`src/rtl/des_sbox_layer.sv`:
```
// DES S-box substitution layer (S1..S8), 48-bit key-mixed half-block in, 32-bit pre-P result out.
// LANES lookups per cycle; result valid 8/LANES cycles after accept; holds in DONE until o_ready.
module des_sbox_layer #(
  parameter int unsigned LANES = 8
) (
  input  logic        clk,
  input  logic        rst_n,
  input  logic        i_valid,
  output logic        i_ready,
  input  logic [47:0] i_data,
  output logic        o_valid,
  input  logic        o_ready,
  output logic [31:0] o_data,
  output logic        o_busy
);

  localparam int unsigned STEPS = 8 / ((LANES == 0) ? 1 : LANES);
  localparam int unsigned SW    = (STEPS > 1) ? $clog2(STEPS) : 1;
  localparam logic [SW-1:0] LAST = SW'(STEPS - 1);

  generate
    if (!(LANES == 1 || LANES == 2 || LANES == 4 || LANES == 8)) begin : g_bad_lanes
      $error("des_sbox_layer: LANES must be 1, 2, 4 or 8");
    end
  endgenerate

  // Each table is 64 nibbles in reading order: entry row*16+col sits at the top of the vector.
  localparam logic [255:0] SBOX_TBL [8] = '{
    256'hE4D12FB83A6C5907_0F74E2D1A6CB9538_41E8D62BFC973A50_FC8249175B3EA06D,
    256'hF18E6B34972DC05A_3D47F28EC01A69B5_0E7BA4D158C6932F_D8A13F42B67C05E9,
    256'hA09E63F51DC7B428_D709346A285ECBF1_D6498F30B12C5AE7_1AD069874FE3B52C,
    256'h7DE3069A1285BC4F_D8B56F03472C1AE9_A690CB7DF13E5284_3F06A1D8945BC72E,
    256'h2C417AB6853FD0E9_EB2C47D150FA3986_421BAD78F9C5630E_B8C71E2D6F09A453,
    256'hC1AF92680D34E75B_AF427C9561DE0B38_9EF528C3704A1DB6_432C95FABE17608D,
    256'h4B2EF08D3C975A61_D0B7491AE35C2F86_14BDC37EAF680592_6BD814A7950FE23C,
    256'hD2846FB1A93E50C7_1FD8A374C56B0E92_7B419CE206ADF358_21E74A8DFC90356B
  };

  typedef enum logic [1:0] {IDLE, BUSY, DONE} state_t;

  function automatic logic [3:0] sbox_lookup(input logic [2:0] box, input logic [5:0] b);
    logic [5:0]   idx;
    logic [255:0] shifted;
    idx     = {b[5], b[0], b[4:1]};
    shifted = SBOX_TBL[box] >> {~idx, 2'b00};
    return shifted[3:0];
  endfunction

  state_t             state_q, state_d;
  logic [7:0][5:0]    data_q, data_d;
  logic [7:0][3:0]    result_q, result_d;
  logic [SW-1:0]      step_q, step_d;
  logic [2:0]         box;

  assign i_ready = rst_n && ((state_q == IDLE) || ((state_q == DONE) && o_ready));
  assign o_valid = (state_q == DONE);
  assign o_data  = result_q;
  assign o_busy  = (state_q != IDLE);

  always_comb begin
    state_d  = state_q;
    data_d   = data_q;
    result_d = result_q;
    step_d   = step_q;
    box      = '0;
    case (state_q)
      IDLE: begin
        if (i_valid && i_ready) begin
          data_d  = i_data;
          step_d  = '0;
          state_d = BUSY;
        end
      end
      BUSY: begin
        // S1 lives in the top element of both packed arrays, so box j maps to element ~j.
        for (int k = 0; k < int'(LANES); k++) begin
          box           = 3'(int'(step_q) * int'(LANES) + k);
          result_d[~box] = sbox_lookup(box, data_q[~box]);
        end
        if (step_q == LAST) begin
          state_d = DONE;
        end else begin
          step_d = step_q + 1'b1;
        end
      end
      DONE: begin
        if (o_ready) begin
          if (i_valid) begin
            data_d  = i_data;
            step_d  = '0;
            state_d = BUSY;
          end else begin
            state_d = IDLE;
          end
        end
      end
      default: state_d = IDLE;
    endcase
  end

  always_ff @(posedge clk) begin
    if (!rst_n) begin
      state_q  <= IDLE;
      data_q   <= '0;
      result_q <= '0;
      step_q   <= '0;
    end else begin
      state_q  <= state_d;
      data_q   <= data_d;
      result_q <= result_d;
      step_q   <= step_d;
    end
  end

endmodule

```
`config.mk`:
```
export PLATFORM = sky130hd
export DESIGN_NAME = des_sbox_layer
export DESIGN_NICKNAME = d
export VERILOG_FILES = /design/src/rtl/des_sbox_layer.sv
export SDC_FILE = /design/constraint.sdc
export NUM_CORES = 1
export LEC_CHECK = 0
export ABC_CLOCK_PERIOD_IN_PS = 4100
export BUFFER_PORTS_ARGS = -buffer_cell sky130_fd_sc_hd__buf_2
export CAP_MARGIN = 0
export CORE_MARGIN = 2
export CORE_UTILIZATION = 30
export CTS_CLUSTER_DIAMETER = 150
export CTS_CLUSTER_SIZE = 24
export DETAILED_ROUTE_END_ITERATION = 10
export HOLD_SLACK_MARGIN = 0.06
export PLACE_DENSITY = 0.43
export SLEW_MARGIN = 25
export SYNTH_ARGS = -nofsm -noshare
export SYNTH_HDL_FRONTEND = slang
export SYNTH_SLANG_ARGS = --single-unit
export TNS_END_PERCENT = 30
```
`constraint.sdc`:
```
create_clock -name clk -period 4.1 [get_ports clk]
set_input_delay 0.205 -clock clk [delete_from_list [all_inputs] [get_ports clk]]
set_output_delay 0.205 -clock clk [all_outputs]
set_load 0.02 [all_outputs]
```
==> impl_metrics.env <==
export IMPL_die_h_um=163
export IMPL_grt_max_degree=86
export IMPL_viasPerCell=5.16
export IMPL_drc=0
export IMPL_synth_fp_nets=1110
export IMPL_hp_class="in -> reg"
export IMPL_synth_area_leaders="dfxtp_1 22%, ha_1 10%, nand2_1 7.3%"
export IMPL_synth_seq_cells=82
export IMPL_crit_path_cell_trace="inv_1 -> ha_1 -> mux2_1 -> mux4_2 -> a21oi_1 -> a31oi_1"
export IMPL_worst_path_max_fanout=14
export IMPL_seq_area_frac_synth_pct=21.6
export IMPL_cts_tree="done"
export IMPL_io_pins=87
export IMPL_antenna_found_initial=0
export IMPL_place_congestion=0.762
export IMPL_drive_gt1_share_pct=14.5
export IMPL_grt_pass1_vias=6401
export IMPL_area_growth_pct=9.81
export IMPL_core_area_mm2=0.0250
export IMPL_worstSetupEndpointType="flop"
export IMPL_drtIter0Drc=264
export IMPL_track_usage_pct=15.9
export IMPL_rr_startpoint="data_q[1]"
export IMPL_syn_area_mm2=0.00759
export IMPL_vias=6888
export IMPL_layout_nets=1114
export IMPL_setup_tns_ns=0
export IMPL_hpwl_um=14200
export IMPL_start_kind="flop"
export IMPL_finalCritPeriodShare_pct=61.3
export IMPL_post_cts_buffers=0
export IMPL_synthFlopType="dfxtp_1"
export IMPL_fillers=2708
export IMPL_crit_end="o_data[0]"
export IMPL_r2r_slack_ns=1.58
export IMPL_multiInputGateArea_mm2=0.00534
export IMPL_synthArstFlopShare_pct=0
export IMPL_max_vdd_ir_drop_v=0.000160
export IMPL_r2r_end="o_data[0]"
export IMPL_buffer_ports_inserted=86
export IMPL_cts_resized=0
export IMPL_p_leak_nw=3.22
export IMPL_critPathKind="reg -> reg"
export IMPL_max_stage_delay_ns=0.62
export IMPL_fmax_mhz=398
export IMPL_avgSynthCellArea_um2=7.62
export IMPL_start_util_pct=30.3
export IMPL_fin_util_pct=33.3
export IMPL_routedWlPerCell_um=15.8
export IMPL_h_tree_depth=3
export IMPL_grt_first_pass_wirelength_um=34200
export IMPL_r2r_cells=6
export IMPL_slew_viol_final=0
export IMPL_die_w_um=163
export IMPL_synthCells=996
export IMPL_antenna_cells=0
export IMPL_worst_pin_slew_ns=0.933
export IMPL_clock_skew_ns=0.00805
export IMPL_regArea_mm2=0.00164
export IMPL_cts_buffers=9
export IMPL_synth_distinct_cells=83
export IMPL_clockBufferDepth=2
export IMPL_cp_slowest_cell="dfxtp_1"
export IMPL_hold_slack_ns=0.0944
export IMPL_startpoint="data_q[1]"
export IMPL_synth_warning_count=0
export IMPL_netlist_area_leader_share_pct=21.6
export IMPL_setup_viol=0
export IMPL_cp_arrival_ns=2.73
export IMPL_clock_sinks=82
export IMPL_grt_overflow_total=0
export IMPL_synth_top_cell_by_area="dfxtp_1"
export IMPL_cap_violations=0
export IMPL_antenna_left=0
export IMPL_relSlewSlack_pct=37.7
export IMPL_min_period_ns=2.52
export IMPL_p_per_area_mw_per_mm2=287
export IMPL_clk_transition_reported_paths_ns=0.07
export IMPL_drt_wl_total_um=21100
export IMPL_status="completed"
export IMPL_rsz0062_at_grt="no"
export IMPL_synth_edff_count=0
export IMPL_first_pass_iters=5
export IMPL_root_buffer="clkbuf_16"
export IMPL_ctsHoldBuffers=0
export IMPL_dieArea_mm2=0.0266
export IMPL_hold_viol_final=0
export IMPL_cp_required_ns=4.31
export IMPL_clk_latency_ns=0.35
export IMPL_rows=58
==> state kept, by name, indices dropped and copies added, names as in the netlist <==
name,count
o_data,32
state_q,2
data_q,48
==> logic make-up after synthesis <==
group | synth area share, %
mux | 7.49
compound gates | 29.6
simple gates | 20.1
fa+ha+maj | 10.2
xor+xnor | 2.77
buf+inv | 8.16
flops | 21.6
==> how the worst min path moves through the flow <==
stage	from	endpoint	slack, ns	cells past startpoint
floorplan	i_valid	state_q[0]	0.33	1
global placement	i_data[26]	data_q[26]	0.45	3
detailed placement	i_data[15]	data_q[15]	0.45	3
CTS	i_data[20]	data_q[20]	0.08	3
global route	i_data[21]	data_q[21]	0.09	3
finish	i_data[22]	data_q[22]	0.09	3
==> critical path: cells and delay by family (launching register included) <==
kind	cells	cell delay, ns
fa+ha+maj	1	0.47
mux	2	0.80
flops	1	0.62
compound gates	2	0.24
buf+inv	1	0.24
==> power by group <==
part | leakage [nW] | internal (mW) | switching [mW] | total, mW
clock network | 0.149 | 0.490 | 0.365 | 0.856
registers | 0.671 | 0.845 | 0.121 | 0.965
logic | 2.40 | 0.264 | 0.309 | 0.574
total | 3.22 | 1.60 | 0.795 | 2.39
==> cells in the final DEF (no fill, tap or decap), types with 7 or more instances in the layout <==
cell type  count
nand2_1      148
buf_2         86
dfxtp_1       80
ha_1          62
o21ai_0       58
nor2_1        54
a21oi_1       49
inv_1         37
a21boi_0      30
o211ai_1      25
nor2b_1       23
a21boi_1      22
nand3_1       22
a31oi_1       17
mux4_2        16
nand2b_1      16
nor3_1        14
mux2i_1       14
xnor2_1       13
a211oi_1      12
xor2_1        11
and3_1         9
o21ai_1        9
clkbuf_16      9
o21a_1         8
a211o_1        8
o31ai_1        8
a311oi_1       7
buf_4          7
==> area by class of cell <==
class	count	area share [%]
clock buffers	10	2.87
clock inverters	6	0.781
inverters	40	1.80
multi-input cells	774	64.1
flip-flops and latches	82	19.7
well taps	330	4.96
repair buffers	93	5.80
==> Yosys cell counts (4+ instances only) <==
cell and instances:
a2111oi_0 6, a211o_1 8, a211oi_1 12, a21boi_0 30, a21boi_1 22, a21o_1 6, a21oi_1 49, a311oi_1 7
a31oi_1 17, and2_1 5, and3_1 9, buf_2 45, buf_4 8, clkbuf_1 44, dfxtp_1 82, ha_1 62
inv_1 37, mux2_2 5, mux2i_1 14, mux4_2 16, nand2_1 148, nand2b_1 16, nand3_1 22, nand3b_1 5
nor2_1 54, nor2b_1 24, nor3_1 14, nor3b_1 5, nor4_1 4, o2111ai_1 4, o211ai_1 25, o21a_1 8
o21ai_0 58, o21ai_1 9, o21bai_1 4, o221ai_1 4, o311ai_0 5, o31ai_1 8, or3_1 6, xnor2_1 13
xor2_1 11
==> metal layers <==
| layer | part of all wire [%] | global-route usage, % | vias to the layer above |
|---|---|---|---|
| met5 | 0 | 0 | - |
| met4 | 1.1 | 3.90 | 0 |
| met3 | 3.0 | 1.93 | 13 |
| met2 | 46 | 25.8 | 115 |
| met1 | 50 | 22.5 | 3196 |
| li1 | - | - | 3564 |
==> stage by stage <==
step                      worst slack [ns]  power, mW  cells  cell area (um^2)
after detailed placement              1.58       1.56   1319              8020
after global placement                1.65       1.57   1319              8020
final                                 1.58       2.39   1335              8330
after CTS                             1.58       2.44   1335              8330
after global routing                  1.42       2.54   1335              8330
after floorplan                       1.71       1.40    996              7590
No activity file was read; power rests on OpenSTA's default activity.
